===== src/rtl/pipe_ctrl_pkg.sv =====
// Shared pipeline-control types: register choice encoding, mul/div FSM states,
// default unit latencies and the canned choice patterns used by the hazard unit.
package pipe_ctrl_pkg;

    localparam int unsigned CH_W     = 2;
    localparam int unsigned REG_W    = 5;

    localparam logic [CH_W-1:0] CH_FLUSH = 2'b00;
    localparam logic [CH_W-1:0] CH_LOAD  = 2'b01;
    localparam logic [CH_W-1:0] CH_HOLD  = 2'b10;

    localparam int unsigned MUL_CYCLES_DEFAULT = 4;
    localparam int unsigned DIV_CYCLES_DEFAULT = 32;
    localparam int unsigned CNT_W_DEFAULT      = 6;

    typedef enum logic {
        ST_RUN     = 1'b0,
        ST_MD_BUSY = 1'b1
    } md_state_e;

    typedef struct packed {
        logic [CH_W-1:0] pc;
        logic [CH_W-1:0] if_id;
        logic [CH_W-1:0] id_ex;
        logic [CH_W-1:0] ex_mem;
        logic [CH_W-1:0] mem_wb;
    } pipe_choice_t;

    function automatic pipe_choice_t choice_run();
        pipe_choice_t c;
        c.pc     = CH_LOAD;
        c.if_id  = CH_LOAD;
        c.id_ex  = CH_LOAD;
        c.ex_mem = CH_LOAD;
        c.mem_wb = CH_LOAD;
        return c;
    endfunction

    // Freeze PC and IF/ID, inject a bubble into ID/EX, let older stages drain.
    function automatic pipe_choice_t choice_stall();
        pipe_choice_t c;
        c.pc     = CH_HOLD;
        c.if_id  = CH_HOLD;
        c.id_ex  = CH_FLUSH;
        c.ex_mem = CH_LOAD;
        c.mem_wb = CH_LOAD;
        return c;
    endfunction

    // PC still loads: the exception vector is selected outside this block.
    function automatic pipe_choice_t choice_exc();
        pipe_choice_t c;
        c.pc     = CH_LOAD;
        c.if_id  = CH_FLUSH;
        c.id_ex  = CH_FLUSH;
        c.ex_mem = CH_FLUSH;
        c.mem_wb = CH_FLUSH;
        return c;
    endfunction

endpackage : pipe_ctrl_pkg


===== src/rtl/md_busy_counter.sv =====
// Tracks EX occupancy of the multi-cycle mul/div unit: RUN/MD_BUSY FSM,
// countdown of remaining cycles and a one-cycle completion pulse.
module md_busy_counter
    import pipe_ctrl_pkg::*;
#(
    parameter int unsigned MUL_CYCLES = MUL_CYCLES_DEFAULT,
    parameter int unsigned DIV_CYCLES = DIV_CYCLES_DEFAULT,
    parameter int unsigned CNT_W      = CNT_W_DEFAULT
) (
    input  logic clk,
    input  logic rst_n,
    input  logic md_start_i,
    input  logic md_is_div_i,
    input  logic abort_i,
    output logic md_busy_o,
    output logic md_done_o
);

    localparam logic [CNT_W-1:0] MUL_LOAD = CNT_W'(MUL_CYCLES - 1);
    localparam logic [CNT_W-1:0] DIV_LOAD = CNT_W'(DIV_CYCLES - 1);

    md_state_e        fsm_q, fsm_d;
    logic [CNT_W-1:0] cnt_q, cnt_d;
    logic             md_done_q, md_done_d;

    // Next-state: a start is only accepted from RUN; exceptions cancel silently.
    always_comb begin
        fsm_d     = fsm_q;
        cnt_d     = cnt_q;
        md_done_d = 1'b0;
        unique case (fsm_q)
            ST_RUN: begin
                if (md_start_i && !abort_i) begin
                    fsm_d = ST_MD_BUSY;
                    cnt_d = md_is_div_i ? DIV_LOAD : MUL_LOAD;
                end
            end
            ST_MD_BUSY: begin
                if (abort_i) begin
                    fsm_d = ST_RUN;
                    cnt_d = '0;
                end else if (cnt_q != '0) begin
                    cnt_d = cnt_q - CNT_W'(1);
                end else begin
                    fsm_d     = ST_RUN;
                    md_done_d = 1'b1;
                end
            end
            default: begin
                fsm_d = ST_RUN;
                cnt_d = '0;
            end
        endcase
    end

    always_ff @(posedge clk or negedge rst_n) begin
        if (!rst_n) begin
            fsm_q     <= ST_RUN;
            cnt_q     <= '0;
            md_done_q <= 1'b0;
        end else begin
            fsm_q     <= fsm_d;
            cnt_q     <= cnt_d;
            md_done_q <= md_done_d;
        end
    end

    assign md_busy_o = (fsm_q == ST_MD_BUSY);
    assign md_done_o = md_done_q;

endmodule : md_busy_counter


===== src/rtl/hazard_choice_ctrl.sv =====
// Pipeline hazard unit: load-use and HI/LO interlocks plus exception flush,
// producing the choice code of every pipeline register in the same cycle.
module hazard_choice_ctrl
    import pipe_ctrl_pkg::*;
#(
    parameter int unsigned MUL_CYCLES = MUL_CYCLES_DEFAULT,
    parameter int unsigned DIV_CYCLES = DIV_CYCLES_DEFAULT,
    parameter int unsigned CNT_W      = CNT_W_DEFAULT
) (
    input  logic             clk,
    input  logic             reset,
    input  logic [REG_W-1:0] id_rs,
    input  logic [REG_W-1:0] id_rt,
    input  logic             id_uses_rs,
    input  logic             id_uses_rt,
    input  logic             id_needs_hilo,
    input  logic             ex_mem_read,
    input  logic [REG_W-1:0] ex_rt,
    input  logic             ex_md_start,
    input  logic             ex_md_is_div,
    input  logic             exc_req,
    output logic [CH_W-1:0]  pc_choice,
    output logic [CH_W-1:0]  if_id_choice,
    output logic [CH_W-1:0]  id_ex_choice,
    output logic [CH_W-1:0]  ex_mem_choice,
    output logic [CH_W-1:0]  mem_wb_choice,
    output logic             md_busy,
    output logic             md_done
);

    logic         rs_hit_c;
    logic         rt_hit_c;
    logic         lu_c;
    logic         md_c;
    pipe_choice_t ch_c;

    md_busy_counter #(
        .MUL_CYCLES (MUL_CYCLES),
        .DIV_CYCLES (DIV_CYCLES),
        .CNT_W      (CNT_W)
    ) u_md_busy_counter (
        .clk         (clk),
        .rst_n       (reset),
        .md_start_i  (ex_md_start),
        .md_is_div_i (ex_md_is_div),
        .abort_i     (exc_req),
        .md_busy_o   (md_busy),
        .md_done_o   (md_done)
    );

    // $zero is never a real producer, so a load into r0 creates no hazard.
    assign rs_hit_c = id_uses_rs && (id_rs == ex_rt);
    assign rt_hit_c = id_uses_rt && (id_rt == ex_rt);
    assign lu_c     = ex_mem_read && (ex_rt != REG_W'(0)) && (rs_hit_c || rt_hit_c);

    // Including the start cycle keeps a HI/LO reader from slipping past the unit.
    assign md_c = id_needs_hilo && (md_busy || ex_md_start);

    always_comb begin
        ch_c = choice_run();
        if (!reset) begin
            ch_c = choice_run();
        end else if (exc_req) begin
            ch_c = choice_exc();
        end else if (lu_c || md_c) begin
            ch_c = choice_stall();
        end
    end

    assign pc_choice     = ch_c.pc;
    assign if_id_choice  = ch_c.if_id;
    assign id_ex_choice  = ch_c.id_ex;
    assign ex_mem_choice = ch_c.ex_mem;
    assign mem_wb_choice = ch_c.mem_wb;

endmodule : hazard_choice_ctrl


===== config.mk =====
export PLATFORM = sky130hd
export DESIGN_NAME = hazard_choice_ctrl
export DESIGN_NICKNAME = d
export VERILOG_FILES = /design/src/rtl/pipe_ctrl_pkg.sv /design/src/rtl/md_busy_counter.sv /design/src/rtl/hazard_choice_ctrl.sv
export SDC_FILE = /design/constraint.sdc
export NUM_CORES = 1
export LEC_CHECK = 0
export BUFFER_PORTS_ARGS = -buffer_cell sky130_fd_sc_hd__buf_2
export CAP_MARGIN = 20
export CORE_MARGIN = 4
export CORE_UTILIZATION = 48
export DETAILED_ROUTE_END_ITERATION = 8
export PLACE_DENSITY = 0.85
export REMOVE_ABC_BUFFERS = 1
export SYNTH_ARGS = -nofsm -noshare
export SYNTH_HDL_FRONTEND = slang
export SYNTH_SLANG_ARGS = --single-unit

===== constraint.sdc =====
create_clock -name clk -period 4.9 [get_ports clk]
set_input_delay 0.98 -clock clk [delete_from_list [all_inputs] [get_ports clk]]
set_output_delay 0.98 -clock clk [all_outputs]
set_load 0.02 [all_outputs]

==> results of run 1 <==
==> flip-flops by register name (all words and copies together), names as in the netlist <==
register / cells
u_md_busy_counter.md_busy_o: 1
u_md_busy_counter.cnt_q: 6
u_md_busy_counter.md_done_o: 1
==> layer usage <==
| layer | vias to the layer above | GRT usage, % | wire (um) |
|---|---|---|---|
| met4 | 0 | 12.71 | 68 |
| met5 | - | 0 | 0 |
| met1 | 365 | 20.28 | 648 |
| li1 | 374 | - | - |
| met2 | 49 | 34.76 | 887 |
| met3 | 9 | 1.916 | 181 |
==> kinds of logic after synthesis <==
group,synth area share [%]
AND/OR/NAND/NOR,23.82
AO/OA/AOI/OAI,23.14
buffers and inverters,10.30
XOR/XNOR,11.82
flip-flops,27.03
adder cells (fa/ha/maj),3.378
other,0.5063
==> power by group through the flow <==
stage / Clock [uW] / Sequential [uW] / Combinational, uW
2_1_floorplan: 0 / 89.1 / 64.8
6_report: 49.0 / 92.1 / 96.2
3_3_place_gp: 0 / 90.7 / 91.0
5_1_grt: 53.3 / 93.5 / 109
3_5_place_dp: 0 / 92.6 / 95.9
4_1_cts: 51.0 / 91.4 / 96.2
==> how the worst min path moves through the flow <==
stage	from	end	slack (ns)
finish	u_md_busy_counter.cnt_q[5]	u_md_busy_counter.cnt_q[5]	0.52
CTS	u_md_busy_counter.cnt_q[5]	u_md_busy_counter.cnt_q[5]	0.52
global placement	u_md_busy_counter.cnt_q[5]	u_md_busy_counter.cnt_q[5]	0.49
floorplan	u_md_busy_counter.cnt_q[5]	u_md_busy_counter.cnt_q[5]	0.46
detailed placement	u_md_busy_counter.cnt_q[5]	u_md_busy_counter.cnt_q[5]	0.51
global route	u_md_busy_counter.cnt_q[5]	u_md_busy_counter.cnt_q[5]	0.55
==> area by class of cell <==
type	count	share of cell area (%)
flip-flops and latches	8	22.44
inverters	5	2.104
clock buffers	3	2.525
well taps	15	2.104
repair buffers	32	17.95
multi-input cells	73	52.88
==> Yosys cell counts <==
cell type / count
a21oi_1: 8
a31oi_1: 3
a32o_1: 1
a32oi_1: 1
and2_1: 1
buf_2: 1
buf_4: 7
conb_1: 1
dfrtp_1: 8
ha_1: 2
inv_1: 5
nand2_1: 5
nand2b_1: 2
nand3_1: 2
nand4_1: 2
nor2_1: 6
nor2b_1: 6
nor3_1: 4
nor4b_1: 1
o21ai_0: 8
o22ai_1: 3
o31ai_1: 1
o32ai_4: 1
or2_2: 1
or4_1: 1
or4b_4: 1
xnor2_1: 10
==> stage by stage <==
| step | instance area (um2) | hold slack (ns) |
|---|---|---|
| 2_1_floorplan | 690.7 | 0.4585 |
| 3_3_place_gp | 869.6 | 0.4943 |
| 3_5_place_dp | 869.6 | 0.5134 |
| 4_1_cts | 892.1 | 0.5205 |
| 5_1_grt | 892.1 | 0.5509 |
| 6_report | 892.1 | 0.5244 |
==> summary.md, run 1 <==
| Metric | Value |
|---|---|
| Post-synthesis sequential area ratio | a little over a quarter |
| Worst slew pin tran | roughly 0.49 ns |
| Post-synthesis instance total | 92 |
| Net Switching | 92.49 uW |
| Slew headroom | between 60% and 70% |
| Worst-path fanout max | 3 |
| CP startpoint | ex_rt[0] |
| Worst path top cell family by delay | simple AND/OR/NAND/NOR gates |
| Root buf cell | clkbuf_4 |
| Final Setup Violations | 0 |
| Starting Density | 53.57% |
| Worst R2R Path Depth | 4 |
| Switching Fraction | roughly two fifths |
| Top area cells in the synthesized netlist | dfrtp_1, xnor2_1, buf_4, a21oi_1, o21ai_0 |
| Multi-input combinational cell area | roughly 470 um2 |
| Final std cells w/o fill | around 140 |
| Status | finished clean |
| Leakage power | slightly above 0.0004 uW |
| Nets | roughly 150 |
| ANT nets after route | 0 |
| Pre-CTS setup slack | roughly 1.6 ns |
| HPWL Detailed | roughly 1500 um |
| Leading area contributor after synthesis | dfrtp_1 |
| VDD IR max | roughly 0.13 mV |
| Crit start category | primary input |
| Critical Path End | if_id_choice[1] |
| Vias | around 800 |
| Layout cells sized above 1 | 31.40% |
| Skew-Pair Late Insertion Delay | 0.25 ns |
| Cts repair resizes | 0 |
| Die Width | roughly 47 um |
| Antenna diodes | 0 |
| CTS H-Tree Depth | 1 |
| Flop pwr share | 38.8% |
| Crit path DAT | 2.30 ns |
| Unique cell type count in the Yosys netlist | 27 |
| Slew Viols, Final | 0 |
| GRT overflow | 0 |
| Critical Path RT | slightly below 4 ns |
| PD cells | around 270 nW/um2 |
| RSZ-0062 raised after global routing | false |
| Global placement routability congestion | approximately 0.82 |
| CP Cell Sequence | buf_2 > or4_1 > o21ai_0 > nor3_1 > a32o_1 > buf_2 |
| Cell Int Power | 144.8 uW |
| Cell Area, Synth | 740.7 um2 |
| TritonCTS buffer count | 3 |
| Core Footprint | about 1400 um2 |
| I/O Buffers | 32 |
| Yosys top cell area share | ~27% |
| Syn Area/Cell | about 8.1 um2 |
| #FFs+latches synth | 8 |
| # rows | 13 |
| WL per Instance | 13.13 um |
| Buf/Inv on CP | 2 |
| Min-delay worst type | reg -> reg |
| Fmax | 305.1 MHz |
| Gr usage total | around a fifth |
| Most common cell after layout, fill and taps aside | buf_2 |
| Clock Power Share | about 21% |
| Initial antenna violation count | 0 |
| Sink Count | 8 |
| Setup Skew | between 0.003 and 0.004 ns |
| Ys Warns | 0 |
| TritonCTS clock tree | done |
| Ports | 36 |
| WS Path Type | in -> out |
| DR pass1 iterations | 4 |
| Layout area overhead | 20.44% |
| Via density | between 5 and 6 |
| Most common cell on crit path | buf_2 |
| Slowest CP cell | or4_1 |
| Final core utilization | between 60% and 70% |
| Reg2reg setup slack | just over 3 ns |
| Die area | between 2000 and 2500 um2 |
| Die Y-Extent | 47.28 um |
| Combinational power share | around 41% |
| Post-CTS Setup Inserts | 0 |
| Residual DRC | 0 |
| Total negative slack | 0 ns |
| First-pass GRT wire length | slightly above 3000 um |
| Dpl cells | ~130 |
| CTS Buffer Depth | 2 |
| Fill count | approximately 120 |
| Critical path endpoint category | output pin |
| WP depth | 6 |
| Routed WL | 1785 um |
| Setup ws final | 1.622 ns |
| Tmin final | ~3.3 ns |
| Hold Path Depth | 1 |
| RR Startpoint | u_md_busy_counter.md_busy_o |
| Pin count of the biggest net entering global routing | 13 |
| Slowest stage delay, CP | around 0.5 ns |
| Overall power | about 240 uW |
| Vias in the first global route | between 700 and 800 |
| Most frequent cells in the layout | buf_2, xnor2_1, o21ai_0, a21oi_1, dfrtp_1 |
| Max-Cap Viols | 0 |
| Crit Reg-Reg Endpoint | u_md_busy_counter.cnt_q[4] |
| Fin. Hold Viols | 0 |
| FF/Latch Area | ~200 um2 |
| Final period util | between 60 and 70% |
| First-iteration detailed-routing DRC count | 28 |
| Worst-path clk slew | approximately 0.05 ns |
| CTS Hold Buffers Added | 0 |
Note: power is estimated with default switching activity, not from simulation.
==> inputs of run 2 (changes only) <==
Settings changed: CORE_UTILIZATION 48 to 40, PLACE_DENSITY 0.85 to 0.76.
Clock period 4.9 ns to 2.7 ns, I/O delays scaled along.
==> run 2 against run 1 <==
Register-to-register slack got worse by 2.2 ns. Flip-flop and latch count did not move. Via count fell by 5.5%. Die area rose by 16%. First-iteration DRC count fell by 68%. Critical path type unchanged. Critical endpoint unchanged.
==> summary.md, run 2 (synthesis gave the netlist of run 1 again) <==
| Metric | Value |
|---|---|
| Sink Count | 8 (unchanged) |
| Hold slack | 0.1287 ns (-0.3958 ns) |
| Cts repair resizes | 0 (unchanged) |
| Setup Skew | 0.001598 ns (-0.002370 ns) |
| Initial antenna violation count | 0 (unchanged) |
| Routed WL | 1742 um (-2.4%) |
| # rows | 15 (+2) |
| RR Startpoint | u_md_busy_counter.md_busy_o |
| Pin count of the biggest net entering global routing | 13 (unchanged) |
| Largest register by flop count | u_md_busy_counter.cnt_q |
| Vias | 753 (-5.5%) |
| Critical path endpoint category | output pin |
| DR WL met3 | 168 um (-7.2%) |
| WS Path Type | in -> out |
| Die Y-Extent | 51.03 um (+7.9%) |
| HPWL Detailed | 1462 um (-0.88%) |
| First-pass GRT wire length | 2918 um (-4.3%) |
| Post-CTS Setup Inserts | 0 (unchanged) |
| Detail Route met2 WL | 892 um (+0.56%) |
| Leakage power | 0.0004092 uW (unchanged) |
| Critical Path RT | 2.16 ns (-1.76 ns) |
| Worst R2R Path Depth | 4 (unchanged) |
| Worst-path fanout max | 3 (unchanged) |
| Most common cell after layout, fill and taps aside | buf_2 |
| Max-Cap Viols | 0 (unchanged) |
| CTS H-Tree Depth | 1 (unchanged) |
| Fill count | 177 (+43%) |
| WL per Instance | 11.93 um (-9.1%) |
| Crit start category | primary input |
| Antenna diodes | 0 (unchanged) |
| Status | finished clean |
| Fmax | about 420 MHz |
| ANT nets after route | 0 (unchanged) |
| RSZ-0062 raised after global routing | false |
| PD cells | 480.6 nW/um2 (+81%) |
| Total negative slack | 0 ns (unchanged) |
| Die area | 2604 um2 (+16%) |
| Layout cells sized above 1 | 31.40% (unchanged) |
| Dpl cells | 143 (+7.5%) |
| Starting Density | 42.44% (-11 points) |
| Skew-Pair Late Insertion Delay | 0.26 ns (about the same) |
| Final std cells w/o fill | 146 (+7.4%) |
| CP startpoint | ex_rt[0] |
| VDD IR max | 0.2533 mV (+100%) |
| CTS Hold Buffers Added | 0 (unchanged) |
| Fin. Hold Viols | 0 (unchanged) |
| Most frequent cells in the layout | buf_2, xnor2_1, o21ai_0, a21oi_1, dfrtp_1 |
| Die Width | 51.03 um (+7.9%) |
| Overall power | 434.8 uW (+83%) |
| CTS Buffer Depth | 2 (unchanged) |
| Tmin final | about 2.4 ns |
| TritonCTS buffer count | 3 (unchanged) |
| Worst-path clk slew | 0.06 ns (about the same) |
| M1 WL | 671 um (+3.5%) |
| Layout area overhead | 22.13% |
| Max Used Layer | met4 |
| Via density | 5.158 (-12%) |
| I/O Buffers | 32 (unchanged) |
| TritonCTS clock tree | done |
| Final period util | 88.52% |
| Gr usage total | 14.59% (-4.5 points) |
| Root buf cell | clkbuf_4 |
| Ports | 36 (unchanged) |
| Min-delay worst type | in -> async |
| Residual DRC | 0 (unchanged) |
| DR pass1 iterations | 4 (unchanged) |
| Final Setup Violations | 0 (unchanged) |
| First-iteration detailed-routing DRC count | 9 (-68%) |
| Crit path DAT | 1.85 ns (-0.45 ns) |
| Max reg flops | 6 (unchanged) |
| Global placement routability congestion | 0.7584 (-7.1%) |
| Nets | 149 (unchanged) |
| Slew Viols, Final | 0 (unchanged) |
| Vias in the first global route | 746 (-5.4%) |
| GRT overflow | 0 (unchanged) |
| Core Footprint | 1745 um2 (+26%) |
run 2: cell counts in the layout (fill, tap and decap cells not counted):
No cell type changed its count.
run 2: path summary, 6_finish.rpt:
path,end,slack (ns)
worst max-delay path,if_id_choice[1],0.31
worst min-delay path,u_md_busy_counter.md_done_o,0.13
worst max register to register,u_md_busy_counter.cnt_q[2],0.92
worst min register to register,u_md_busy_counter.cnt_q[5],0.51
max in group asynchronous,u_md_busy_counter.cnt_q[1],2.38
min in group clk,u_md_busy_counter.cnt_q[5],0.51
run 2: metrics by stage:
step / instance area, um2 / utilization (%) / setup slack (ns)
final: 904.6 / 51.83 / 0.3101
after global routing: 904.6 / 51.83 / 0.2268
after floorplan: 690.7 / - / 0.2183
after CTS: 904.6 / 51.83 / 0.2981
after global placement: 882.1 / 50.54 / 0.3128
after detailed placement: 882.1 / 50.54 / 0.2996
run 2: area by class of cell:
cell class	instances	area [um2]	area share (%)
tap	25	31.28	3.458
multi-input combinational	73	471.7	52.14
inverter	5	18.77	2.075
sequential	8	200.2	22.13
clock buffer	3	22.52	2.490
timing repair buffer	32	160.2	17.70
run 2: worst max-delay path: stages:
cell and delay (ns):
buf_2 0.12, or4_1 0.51, o21ai_0 0.22, nor3_1 0.09
a32o_1 0.22, buf_2 0.16
run 2: per-layer routing:
layer	global-route usage, %	vias to the layer above
met5	0	-
met4	4.036	0
met3	5.539	2
met2	27.25	39
met1	14.89	336
li1	-	376
run 2: power breakdown:
group / total [uW] / leakage, uW / switching (uW) / internal [uW]
logic: 172 / 0.000294 / 100 / 71.9
clock network: 96.5 / 0.0000138 / 45.4 / 51.2
registers: 166 / 0.000102 / 26.2 / 140
==> inputs of run 3 (changes only) <==
Settings changed: ABC_AREA from default to 1, CORE_UTILIZATION 40 to 41, PLACE_DENSITY 0.76 to 0.77.
==> run 3 against run 2 <==
Worst hold slack better by 0.0092 ns. Clock power is 2.7% lower. Core utilization up 2.3 points. Synthesized cell count rose by 45%. Via count increased by 8.2%. Critical endpoint is now pc_choice[1]. Largest power group unchanged.
==> summary.md, run 3 <==
| Metric | Value |
|---|---|
| Cell Area, Synth | 768.2 um2 (+3.7%) |
| Min-delay worst type | in -> async |
| Antenna diodes | 0 (unchanged) |
| Max-Cap Viols | 0 (unchanged) |
| Most frequent cells in the layout | nand2_1, buf_2, inv_1 |
| WL per Instance | 9.085 um (-24%) |
| Gr usage total | 14.84% (+0.24 points) |
| Post-synthesis instance total | 133 (+45%) |
| Post-synthesis sequential area ratio | 26.06% (-0.97 points) |
| Most common cell on crit path | nand2_1 |
| DR pass1 iterations | 4 (unchanged) |
| Crit Reg-Reg Endpoint | u_md_busy_counter.cnt_q[5] |
| Buf/Inv on CP | 3 (+1) |
| Worst-path clk slew | 0.05 ns (about the same) |
| Critical path endpoint category | output pin |
| Die Y-Extent | 51.29 um (+0.50%) |
| Share of synthesized registers carrying an async set or reset | 100.0% (unchanged) |
| PD cells | 530.9 nW/um2 (+10%) |
| VDD IR max | 0.3835 mV (+51%) |
| Hold slack | 0.1379 ns (+0.009223 ns) |
| Post-CTS Setup Inserts | 0 (unchanged) |
| RR Startpoint | u_md_busy_counter.cnt_q[0] |
| Routed WL | 1717 um (-1.4%) |
| Layout area overhead | 22.96% |
| Pin count of the biggest net entering global routing | 13 (unchanged) |
| Fmax | 483.9 MHz (+16%) |
| Vias | 815 (+8.2%) |
| Setup Skew | 0.0007497 ns (-0.0008487 ns) |
| Residual DRC | 0 (unchanged) |
| Sink Count | 8 (unchanged) |
| Top area cells in the synthesized netlist | dfrtp_1, nand2_1, inv_1, o21ai_0, nor2_1 |
| Die area | 2630 um2 (+1.0%) |
| CTS Hold Buffers Added | 0 (unchanged) |
| HPWL Detailed | 1448 um (-0.95%) |
| Total negative slack | 0 ns (unchanged) |
| Die Width | 51.29 um (+0.50%) |
| Post-place instance area | 922.1 um2 (+4.5%) |
| Slew Viols, Final | 0 (unchanged) |
| Core Footprint | 1745 um2 (unchanged) |
| Starting Density | 44.01% (+1.6 points) |
| Most common cell after layout, fill and taps aside | nand2_1 |
| Syn Area/Cell | 5.776 um2 (-28%) |
| Tmin final | 2.066 ns (-0.3235 ns) |
| Fin area | 944.7 um2 (+4.4%) |
| Crit path DAT | 1.53 ns (-0.32 ns) |
| WS Path Type | in -> out |
| # rows | 15 (unchanged) |
| Vias in the first global route | 760 (+1.9%) |
| Via density | 4.312 (-16%) |
| ANT nets after route | 0 (unchanged) |
| CTS Buffer Depth | 2 (unchanged) |
| Ys Warns | 0 (unchanged) |
| TritonCTS clock tree | done |
| Slowest stage delay, CP | 0.18 ns (-0.33 ns) |
| First-pass GRT wire length | 2939 um (+0.72%) |
| Final Setup Violations | 0 (unchanged) |
| Most frequent cell after synthesis | nand2_1 |
| RSZ-0062 raised after global routing | false |
| Layout cells sized above 1 | 24.39% (-7.0 points) |
| Worst path top cell family by delay | simple AND/OR/NAND/NOR gates |
| Yosys top cell area share | 26.06% (-0.97 points) |
| Root buf cell | clkbuf_4 |
| #FFs+latches synth | 8 (unchanged) |
| Post-synth EDFFs | 0 (unchanged) |
| Max reg flops | 6 (unchanged) |
| Unique cell type count in the Yosys netlist | 18 (-33%) |
| CTS H-Tree Depth | 1 (unchanged) |
| Fill count | 187 (+5.6%) |
| GRT overflow | 0 (unchanged) |
| Ports | 36 (unchanged) |
| First-iteration detailed-routing DRC count | 16 (+7) |
| Global placement routability congestion | 0.7571 (-0.17%) |
| Crit start category | primary input |
| Synth Flop Type | dfrtp_1 |
| Most instantiated cells after synthesis | nand2_1, inv_1, nor2_1 |
| Final period util | 76.54% (-12 points) |
| Slowest CP cell | buf_2 |
| Skew-Pair Late Insertion Delay | 0.26 ns (about the same) |
| Leakage power | 0.0006015 uW (+47%) |
| Fin. Hold Viols | 0 (unchanged) |
| Worst-path fanout max | 4 (+1) |
| Nets | 192 (+29%) |
| CP Cell Sequence | buf_2 > inv_1 > nand2_1 > nand2_1 > nor2_1 > nand3_1 > nand2_1 > nand2_1 > nand2_1 > nand2_1 > nor2_1 > buf_2 |
| TritonCTS buffer count | 3 (unchanged) |
| Initial antenna violation count | 0 (unchanged) |
| Critical Path RT | 2.16 ns (about the same) |
| Worst R2R Path Depth | 8 (+4) |
| Status | finished clean |
| I/O Buffers | 32 (unchanged) |
| Reg2reg setup slack | 1.34 ns (+0.42 ns) |
| Cts repair resizes | 0 (unchanged) |
| Leading area contributor after synthesis | dfrtp_1 |
| Largest register by flop count | u_md_busy_counter.cnt_q |
==> run 3: cell type report <==
cell class              count  area (um2)  share of cell area (%)
well taps                  25       31.28                   3.311
repair buffers             32       160.2                   16.95
flip-flops and latches      8       200.2                   21.19
multi-input cells          93       425.4                   45.03
inverters                  28       105.1                   11.13
clock buffers               3       22.52                   2.384
==> run 3: metal layers <==
metal  wire length, um  vias to the layer above  track usage (%)
met5                 0                        -                0
met4                28                        0            5.240
met3                93                        6            4.956
met2               798                       21            24.68
met1               796                      331            17.74
li1                  -                      457                -
==> run 3: cells by family after synthesis <==
logic type | synth area share, %
flops | 26.06
compound gates | 11.89
simple gates | 37.62
xor+xnor | 1.140
fa+ha+maj | 3.257
other cells | 0.4881
buf+inv | 19.54
==> run 3: worst reg2reg max path, stage by stage, from the launching register on <==
cell,delay (ns)
dfrtp_1,0.34
inv_1,0.08
ha_1,0.20
nand4_1,0.17
nor2_4,0.06
a21oi_4,0.23
nand2_1,0.08
nand2_1,0.07
inv_1,0.03
==> run 3: where the power goes <==
part	switching, uW	internal [uW]	total (uW)	leakage, uW
clock network	42.9	51.0	93.9	0.0000138
logic	147	81.4	228	0.000485
registers	24.6	155	180	0.000102
==> run 3: worst max path at each step <==
stage / start / to / slack [ns] / cells past startpoint
global placement: ex_rt[4] / pc_choice[1] / 0.67 / 12
global route: ex_rt[2] / if_id_choice[1] / 0.49 / 12
detailed placement: ex_rt[4] / pc_choice[1] / 0.62 / 12
CTS: ex_rt[4] / pc_choice[1] / 0.61 / 12
floorplan: ex_rt[3] / if_id_choice[1] / 0.60 / 10
finish: ex_rt[4] / pc_choice[1] / 0.63 / 12
==> run 3: per-stage QoR <==
| stage | total power, uW | instances | setup slack, ns | utilization [%] |
|---|---|---|---|---|
| after floorplan | 342.6 | 129 | 0.5973 | - |
| final | 501.5 | 189 | 0.6335 | 54.12 |
| after CTS | 506.0 | 189 | 0.6108 | 54.12 |
| after detailed placement | 410.1 | 186 | 0.6156 | 52.83 |
| after global routing | 556.0 | 189 | 0.4920 | 54.12 |
| after global placement | 401.8 | 186 | 0.6654 | 52.83 |
